## src/rtl/key_steer.sv

```systemverilog
// Two-button relative steering: synchronise and debounce each button, then
// rotate the absolute heading by 90 degrees on each press and strobe keydown.
//
// state      | meaning
// -----------+---------------------------------
// KEY_RIGHT  | heading right (reset / restart)
// KEY_DOWN   | heading down
// KEY_LEFT   | heading left
// KEY_UP     | heading up
module key_steer #(
    parameter int DEBOUNCE_CYCLES = 250000
) (
    input  logic       clk,
    input  logic       rst,
    input  logic       btn,
    input  logic       btn1,
    input  logic       restart,
    output logic [3:0] code,
    output logic       keydown
);

    localparam int CW = $clog2(DEBOUNCE_CYCLES);
    localparam logic [CW-1:0] CNT_MAX = CW'(DEBOUNCE_CYCLES - 1);

    typedef enum logic [3:0] {
        KEY_LEFT  = 4'h2,
        KEY_DOWN  = 4'h3,
        KEY_RIGHT = 4'h4,
        KEY_UP    = 4'h7
    } heading_t;

    // Bit 0 is the left-steer button, bit 1 the right-steer button.
    logic [1:0]    sync_a;
    logic [1:0]    sync_b;
    logic [1:0]    stable;
    logic [1:0]    stable_q;
    logic [CW-1:0] cnt [2];
    logic [1:0]    press;

    heading_t heading, heading_nxt;
    logic     keydown_nxt;

    always_ff @(posedge clk) begin
        if (!rst) begin
            sync_a   <= 2'b11;
            sync_b   <= 2'b11;
            stable   <= 2'b11;
            stable_q <= 2'b11;
            for (int i = 0; i < 2; i++) cnt[i] <= '0;
        end else begin
            sync_a   <= {btn1, btn};
            sync_b   <= sync_a;
            stable_q <= stable;
            for (int i = 0; i < 2; i++) begin
                if (sync_b[i] == stable[i]) begin
                    cnt[i] <= '0;
                end else if (cnt[i] == CNT_MAX) begin
                    stable[i] <= sync_b[i];
                    cnt[i]    <= '0;
                end else begin
                    cnt[i] <= cnt[i] + 1'b1;
                end
            end
        end
    end

    // Only the released-to-pressed transition counts as an event.
    assign press = stable_q & ~stable;

    always_ff @(posedge clk) begin
        if (!rst) begin
            heading <= KEY_RIGHT;
            keydown <= 1'b0;
        end else begin
            heading <= heading_nxt;
            keydown <= keydown_nxt;
        end
    end

    always_comb begin
        heading_nxt = heading;
        keydown_nxt = 1'b0;
        if (restart) begin
            heading_nxt = KEY_RIGHT;
        end else if (press == 2'b01) begin
            keydown_nxt = 1'b1;
            case (heading)
                KEY_UP:    heading_nxt = KEY_LEFT;
                KEY_LEFT:  heading_nxt = KEY_DOWN;
                KEY_DOWN:  heading_nxt = KEY_RIGHT;
                default:   heading_nxt = KEY_UP;
            endcase
        end else if (press == 2'b10) begin
            keydown_nxt = 1'b1;
            case (heading)
                KEY_UP:    heading_nxt = KEY_RIGHT;
                KEY_RIGHT: heading_nxt = KEY_DOWN;
                KEY_DOWN:  heading_nxt = KEY_LEFT;
                default:   heading_nxt = KEY_UP;
            endcase
        end
    end

    assign code = heading;

endmodule

```

## config.mk

```make
export PLATFORM = sky130hd
export DESIGN_NAME = key_steer
export DESIGN_NICKNAME = d
export VERILOG_FILES = /design/src/rtl/key_steer.sv
export SDC_FILE = /design/constraint.sdc
export NUM_CORES = 1
export LEC_CHECK = 0
export BUFFER_PORTS_ARGS = -buffer_cell sky130_fd_sc_hd__buf_2
export CORE_AREA = 8 8 94 96
export CTS_CLUSTER_SIZE = 12
export DETAILED_ROUTE_END_ITERATION = 10
export DIE_AREA = 0 0 102 104
export PLACE_DENSITY = 0.53
export SLEW_MARGIN = 10
export SYNTH_ARGS = -nofsm -noshare
export SYNTH_HDL_FRONTEND = slang
export SYNTH_SLANG_ARGS = --single-unit
```

## constraint.sdc

```tcl
create_clock -name clk -period 1.9 [get_ports clk]
set_clock_uncertainty 0.1 [all_clocks]
set_input_delay 0 -clock clk [delete_from_list [all_inputs] [get_ports clk]]
set_output_delay 0 -clock clk [all_outputs]
set_load 0.1 [all_outputs]
```

==> out/results.tsv, run 1 <==
metric	value	unit
outcome	completed	
Switching Share	0.2356	
kind of critical path	flip-flop to flip-flop	
main flop type after synthesis	edfxtp_1	
Yosys warnings	0	
IO Count	10	
hold path start	sync_a[0]$_SDFF_PN1_	
Post-synth EDFFs	36	
antenna violations before repair	0	
grt total ovfl	0	
max-slew violations	0	
P_int	0.001569	W
Reg clk slew, reported paths	0.10	ns
Comb pwr share	0.066	
post-synthesis sequential area ratio	0.5254	
fillcell total	728	
maximum clock frequency	542.2	MHz
die span in y	104	um
Routed WL	4855	um
Mapped Avg Cell Area	10.48	um^2
critical path data arrival time	1.91	ns
CTS tree	done	
first-pass GRT wire length	8590	um
Root Driver	clkbuf_8	
clk buf depth	2	
Post-Synthesis Cells	240	
ANT nets after route	0	
global placer's final weighted congestion	0.8104	
R2R cell count	5	
clock power share	0.347	
unique cell type count in the Yosys netlist	41	
Tot GR Track Use	0.09875	
number of remaining DRC errors	0	
CP endpoint kind	flip-flop	
register area	1321	um^2
P_leak	1.085	nW
fin crit share	0.9706	
DPL Wire Length	3513	um
Worst setup startpoint	cnt[0][8]$_SDFFCE_PN0P_	
WL/cell	11.67	um
Area Growth Syn to Fin	27.71	%
Port Buffer Count	8	
Sink Count	48	
final setup vio count	0	
area of the multi-input gates	1345	um^2
initial core utilization	0.3377	
min Tclk post-route	1.844	ns
largest net degree at the start of global routing	17	
RSZ-0062 raised after global routing	true	
Hold Path Stages	1	
TritonRoute pass-1 iters	4	
Die Footprint	10610	um^2
Nets	321	
sequential share of power	0.587	
Power, Total	0.002052	W
Post-Syn Area	2515	um^2
Clk Latency, worst-skew pair	0.30	ns
vias in the first global route	1886	
post-route design area	3212	um^2
VDD IR max	408.2	uV
max_cap viols	0	
Yosys reg bits	48	
CTS buffer count	5	
Switching Power	0.0004835	W
reg2reg start	cnt[0][8]$_SDFFCE_PN0P_	
WP data required	1.96	ns
Critical Path Fanout Max	6	
CP startpoint kind	flip-flop	
core area	7447	um^2
Hold Vio Cnt, Final	0	
Via Count	1906	
vias per cell	4.582	
Rows	32	
Die Wd	102	um
Initial DRC Count	57	
htree depth	2	
Hold Crit Class	flip-flop to flip-flop	
share of layout cells above drive strength 1	0.1879	
asr flop ratio synth	0	
pwr/cell area	639.0	nW/um^2
Placed Area	2947	um^2
total inserted antenna cells	0	
sequential cells by signal (all words and copies together), names as in the netlist:
signal	count
cnt	36
sync_b	2
sync_a	2
keydown	1
stable	2
code	3
stable_q	2
cells by family (layout without fill, tap and decap cells):
kind of cell | count (synthesis) | in the layout | share of synthesized area
AO/OA/AOI/OAI | 15 | 15 | 0.04976
buffers and inverters | 14 | 53 | 0.02637
multiplexers | 4 | 4 | 0.01692
flip-flops | 48 | 48 | 0.5254
AND/OR/NAND/NOR | 124 | 124 | 0.2592
adder cells (fa/ha/maj) | 3 | 3 | 0.01493
other | 2 | 37 | 0.002986
XOR/XNOR | 30 | 30 | 0.1045
cell type report:
class	count	area share
Clock buffer	6	0.02922
Clock inverter	2	0.005454
Inverter	8	0.009349
Multi-Input combinational cell	213	0.4188
Sequential cell	48	0.4114
Tap cell	102	0.03973
Timing Repair Buffer	37	0.08609
power groups by stage:
stage,Sequential (W),Clock [W],Combinational (W)
global placement,0.00123,0,0.000116
floorplan,0.00122,0,0.0000835
detailed placement,0.00123,0,0.000117
CTS,0.00120,0.000748,0.000127
global route,0.00121,0.000787,0.000154
finish,0.00120,0.000712,0.000136
cells in the mapped netlist, types with 2 or more instances:
cell,count,area (um^2)
edfxtp_1,36,1081
xnor2_1,19,166.4
mux2_2,2,22.52
nand4_1,12,75.07
nor2_1,38,142.6
or4_1,5,37.54
mux2i_1,2,20.02
nor3_1,6,30.03
nand3_1,12,60.06
o31ai_1,4,30.03
nor4_1,13,81.33
nor4b_1,2,17.52
nor2b_1,3,18.77
ha_1,3,37.54
or2_2,2,12.51
conb_1,2,7.510
nand2b_1,11,68.82
clkbuf_1,2,7.510
inv_1,8,30.03
a21oi_1,4,20.02
xor2_1,11,96.34
dfxtp_1,12,240.2
buf_2,2,10.01
nand2_1,12,45.04
repair_timing:
item | in CTS | in global routing
setup buffers | 0 | 2
endpoints found under the setup margin | 0 | 38
gates resized for setup | 0 | 16
hold buffers | 6 | 0
hold endpoints to repair | 12 | 0
worst paths after layout:
check	to	slack [ns]
min reg2reg	sync_b[0]$_SDFF_PN1_	0.31
max reg2reg	cnt[0][14]$_SDFFCE_PN0P_	0.06
max	cnt[0][14]$_SDFFCE_PN0P_	0.06
min	sync_b[0]$_SDFF_PN1_	0.31
critical path, cell delays in order, from the launching register on:
cell and delay (ns):
edfxtp_1 0.40, buf_4 0.15, nand4_1 0.12, or2_4 0.28, or4_1 0.51, a21oi_1 0.15
layer usage:
metal | up-vias | wire length (um) | GRT usage
met4 | 0 | 55 | 0.01889
met2 | 16 | 2444 | 0.1658
met3 | 6 | 129 | 0.02811
met1 | 897 | 2225 | 0.1215
met5 | - | 0 | 0
li1 | 987 | - | -
layout by cell type (no fill, tap or decap), types with 3 or more instances in the layout:
master	instances
a21oi_1	3
buf_2	8
buf_4	22
clkbuf_8	5
conb_1	37
dfxtp_1	12
dlygate4sd3_1	6
edfxtp_1	36
inv_1	8
nand2_1	12
nand2b_1	11
nand3_1	10
nand4_1	12
nor2_1	38
nor2b_1	3
nor3_1	6
nor4_1	7
nor4_2	5
o31ai_1	4
or4_1	5
xnor2_1	19
xor2_1	11
per-stage QoR:
| step | hold WS [ns] | std cells | utilization | setup slack [ns] | setup TNS, ns |
|---|---|---|---|---|---|
| 2_1_floorplan | 0.001471 | 275 | - | 0.005493 | 0 |
| 3_3_place_gp | 0.08084 | 400 | 0.3957 | 0.03897 | 0 |
| 3_5_place_dp | 0.08868 | 400 | 0.3957 | 0.02930 | 0 |
| 4_1_cts | 0.3178 | 414 | 0.4187 | 0.002826 | 0 |
| 5_1_grt | 0.3347 | 416 | 0.4313 | -0.06186 | -0.9208 |
| 6_report | 0.3138 | 416 | 0.4313 | 0.05577 | 0 |
(Power assumes the default switching activity.)
==> inputs of run 2 (changes only) <==
--- a/config.mk
+++ b/config.mk
@@ -7,6 +7,7 @@
 export LEC_CHECK = 0
 export BUFFER_PORTS_ARGS = -buffer_cell sky130_fd_sc_hd__buf_2
 export CORE_AREA = 8 8 94 96
+export CTS_BUF_LIST = sky130_fd_sc_hd__clkbuf_2 sky130_fd_sc_hd__clkbuf_4 sky130_fd_sc_hd__clkbuf_8
 export CTS_CLUSTER_SIZE = 12
 export DETAILED_ROUTE_END_ITERATION = 10
 export DIE_AREA = 0 0 102 104
==> out/results.tsv, run 2 (synthesis results as in run 1) <==
metric	value	unit
WP data required	1.96	ns
die span in y	104	um
TritonRoute pass-1 iters	4	
R2R cell count	5	
Die Footprint	10610	um^2
core area	7447	um^2
fin crit share	0.9703	
reg-to-reg slack, setup	0.06	ns
min Tclk post-route	1.844	ns
Reg clk slew, reported paths	0.10	ns
Critical Path Fanout Max	6	
IO Count	10	
Tot GR Track Use	0.09875	
end of the worst register-to-register path	cnt[0][14]$_SDFFCE_PN0P_	
maximum clock frequency	542.4	MHz
max-slew violations	0	
Hold Vio Cnt, Final	0	
outcome	completed	
DPL Wire Length	3513	um
final setup vio count	0	
largest register by flop count	cnt	
Nets	321	
CTS tree	done	
vias in the first global route	1886	
pwr/cell area	654.1	nW/um^2
max_cap viols	0	
largest net degree at the start of global routing	17	
grt total ovfl	0	
Area Growth Syn to Fin	27.91	%
Port Buffer Count	8	
global placer's final weighted congestion	0.8104	
post-route design area	3217	um^2
Sink Count	48	
Routed WL	4856	um
fillcell total	727	
total inserted antenna cells	0	
Hold Crit Class	flip-flop to flip-flop	
Via Count	1905	
CP endpoint kind	flip-flop	
Rows	32	
utilization after layout	0.4320	
reg2reg start	cnt[0][8]$_SDFFCE_PN0P_	
share of layout cells above drive strength 1	0.1879	
CTS buffer count	5	
most common cell after layout, fill and taps aside	nor2_1	
WL/cell	11.67	um
max reg flops	36	
Setup crit end	cnt[0][14]$_SDFFCE_PN0P_	
most frequent cells in the layout	nor2_1 (38), conb_1 (37), edfxtp_1 (36)	
Die Wd	102	um
antenna violations before repair	0	
hold path start	sync_a[0]$_SDFF_PN1_	
VDD IR max	415.1	uV
number of remaining DRC errors	0	
clk buf depth	2	
CP startpoint kind	flip-flop	
Placed Area	2947	um^2
area of the multi-input gates	1345	um^2
RSZ-0062 raised after global routing	true	
Initial DRC Count	57	
initial core utilization	0.3377	
ANT nets after route	0	
register area	1321	um^2
Clk Latency, worst-skew pair	0.30	ns
first-pass GRT wire length	8590	um
Root Driver	clkbuf_8	
vias per cell	4.579	
critical path data arrival time	1.91	ns
Worst setup startpoint	cnt[0][8]$_SDFFCE_PN0P_	
hold slack	0.3138	ns
kind of critical path	flip-flop to flip-flop	
P_leak	1.087	nW
htree depth	2	
==> run 2: cell count changes in the layout (fill, tap and decap cells not counted) <==
cell / previous run / this run
clkbuf_16: 1 / 0
bufinv_16: 0 / 1
==> run 2: layout make-up <==
cell class                      instances  share of cell area
Tap cell                              102             0.03967
Sequential cell                        48              0.4107
Clock inverter                          3             0.01478
Multi-Input combinational cell        213              0.4181
Clock buffer                            5             0.02139
Inverter                                8            0.009335
Timing Repair Buffer                   37             0.08596
==> run 2: worst min-delay path by stage <==
stage	end	depth (start not counted)	slack (ns)
2_1_floorplan	sync_a[0]$_SDFF_PN1_	1	0.001
3_3_place_gp	sync_a[0]$_SDFF_PN1_	2	0.08
3_5_place_dp	sync_a[0]$_SDFF_PN1_	2	0.09
4_1_cts	sync_b[0]$_SDFF_PN1_	1	0.32
5_1_grt	sync_b[1]$_SDFF_PN1_	1	0.33
6_report	sync_b[0]$_SDFF_PN1_	1	0.31
==> run 2: repair_timing <==
| item | CTS | global route |
|---|---|---|
| hold buffers | 6 | 0 |
| hold endpoints to repair | 12 | 0 |
| resized for setup | 0 | 16 |
| endpoints found under the setup margin | 0 | 38 |
| setup buffers | 0 | 2 |
==> run 2: through the flow <==
| step | power, W | worst slack [ns] | std cells | setup TNS (ns) |
|---|---|---|---|---|
| finish | 0.002104 | 0.05637 | 416 | 0 |
| global route | 0.002204 | -0.06082 | 416 | -0.9079 |
| CTS | 0.002128 | 0.004127 | 414 | 0 |
| detailed placement | 0.001343 | 0.02930 | 400 | 0 |
| global placement | 0.001342 | 0.03897 | 400 | 0 |
| floorplan | 0.001301 | 0.005493 | 275 | 0 |
==> run 2: critical path, cell delays in order (launching register included) <==
cell	delay, ns
edfxtp_1	0.40
buf_4	0.15
nand4_1	0.12
or2_4	0.28
or4_1	0.51
a21oi_1	0.15
==> run 2: routing by layer <==
metal  vias up  routed length, um  GRT usage
met5         -                  0          0
met4         0                 55    0.01889
met3         6                129    0.02811
met2        16               2442     0.1658
met1       896               2228     0.1215
li1        987                  -          -
==> run 2: power by group <==
group / switching (W) / internal, W
Combinational: 0.0000736 / 0.0000626
Clock: 0.000366 / 0.000397
Sequential: 0.0000423 / 0.00116
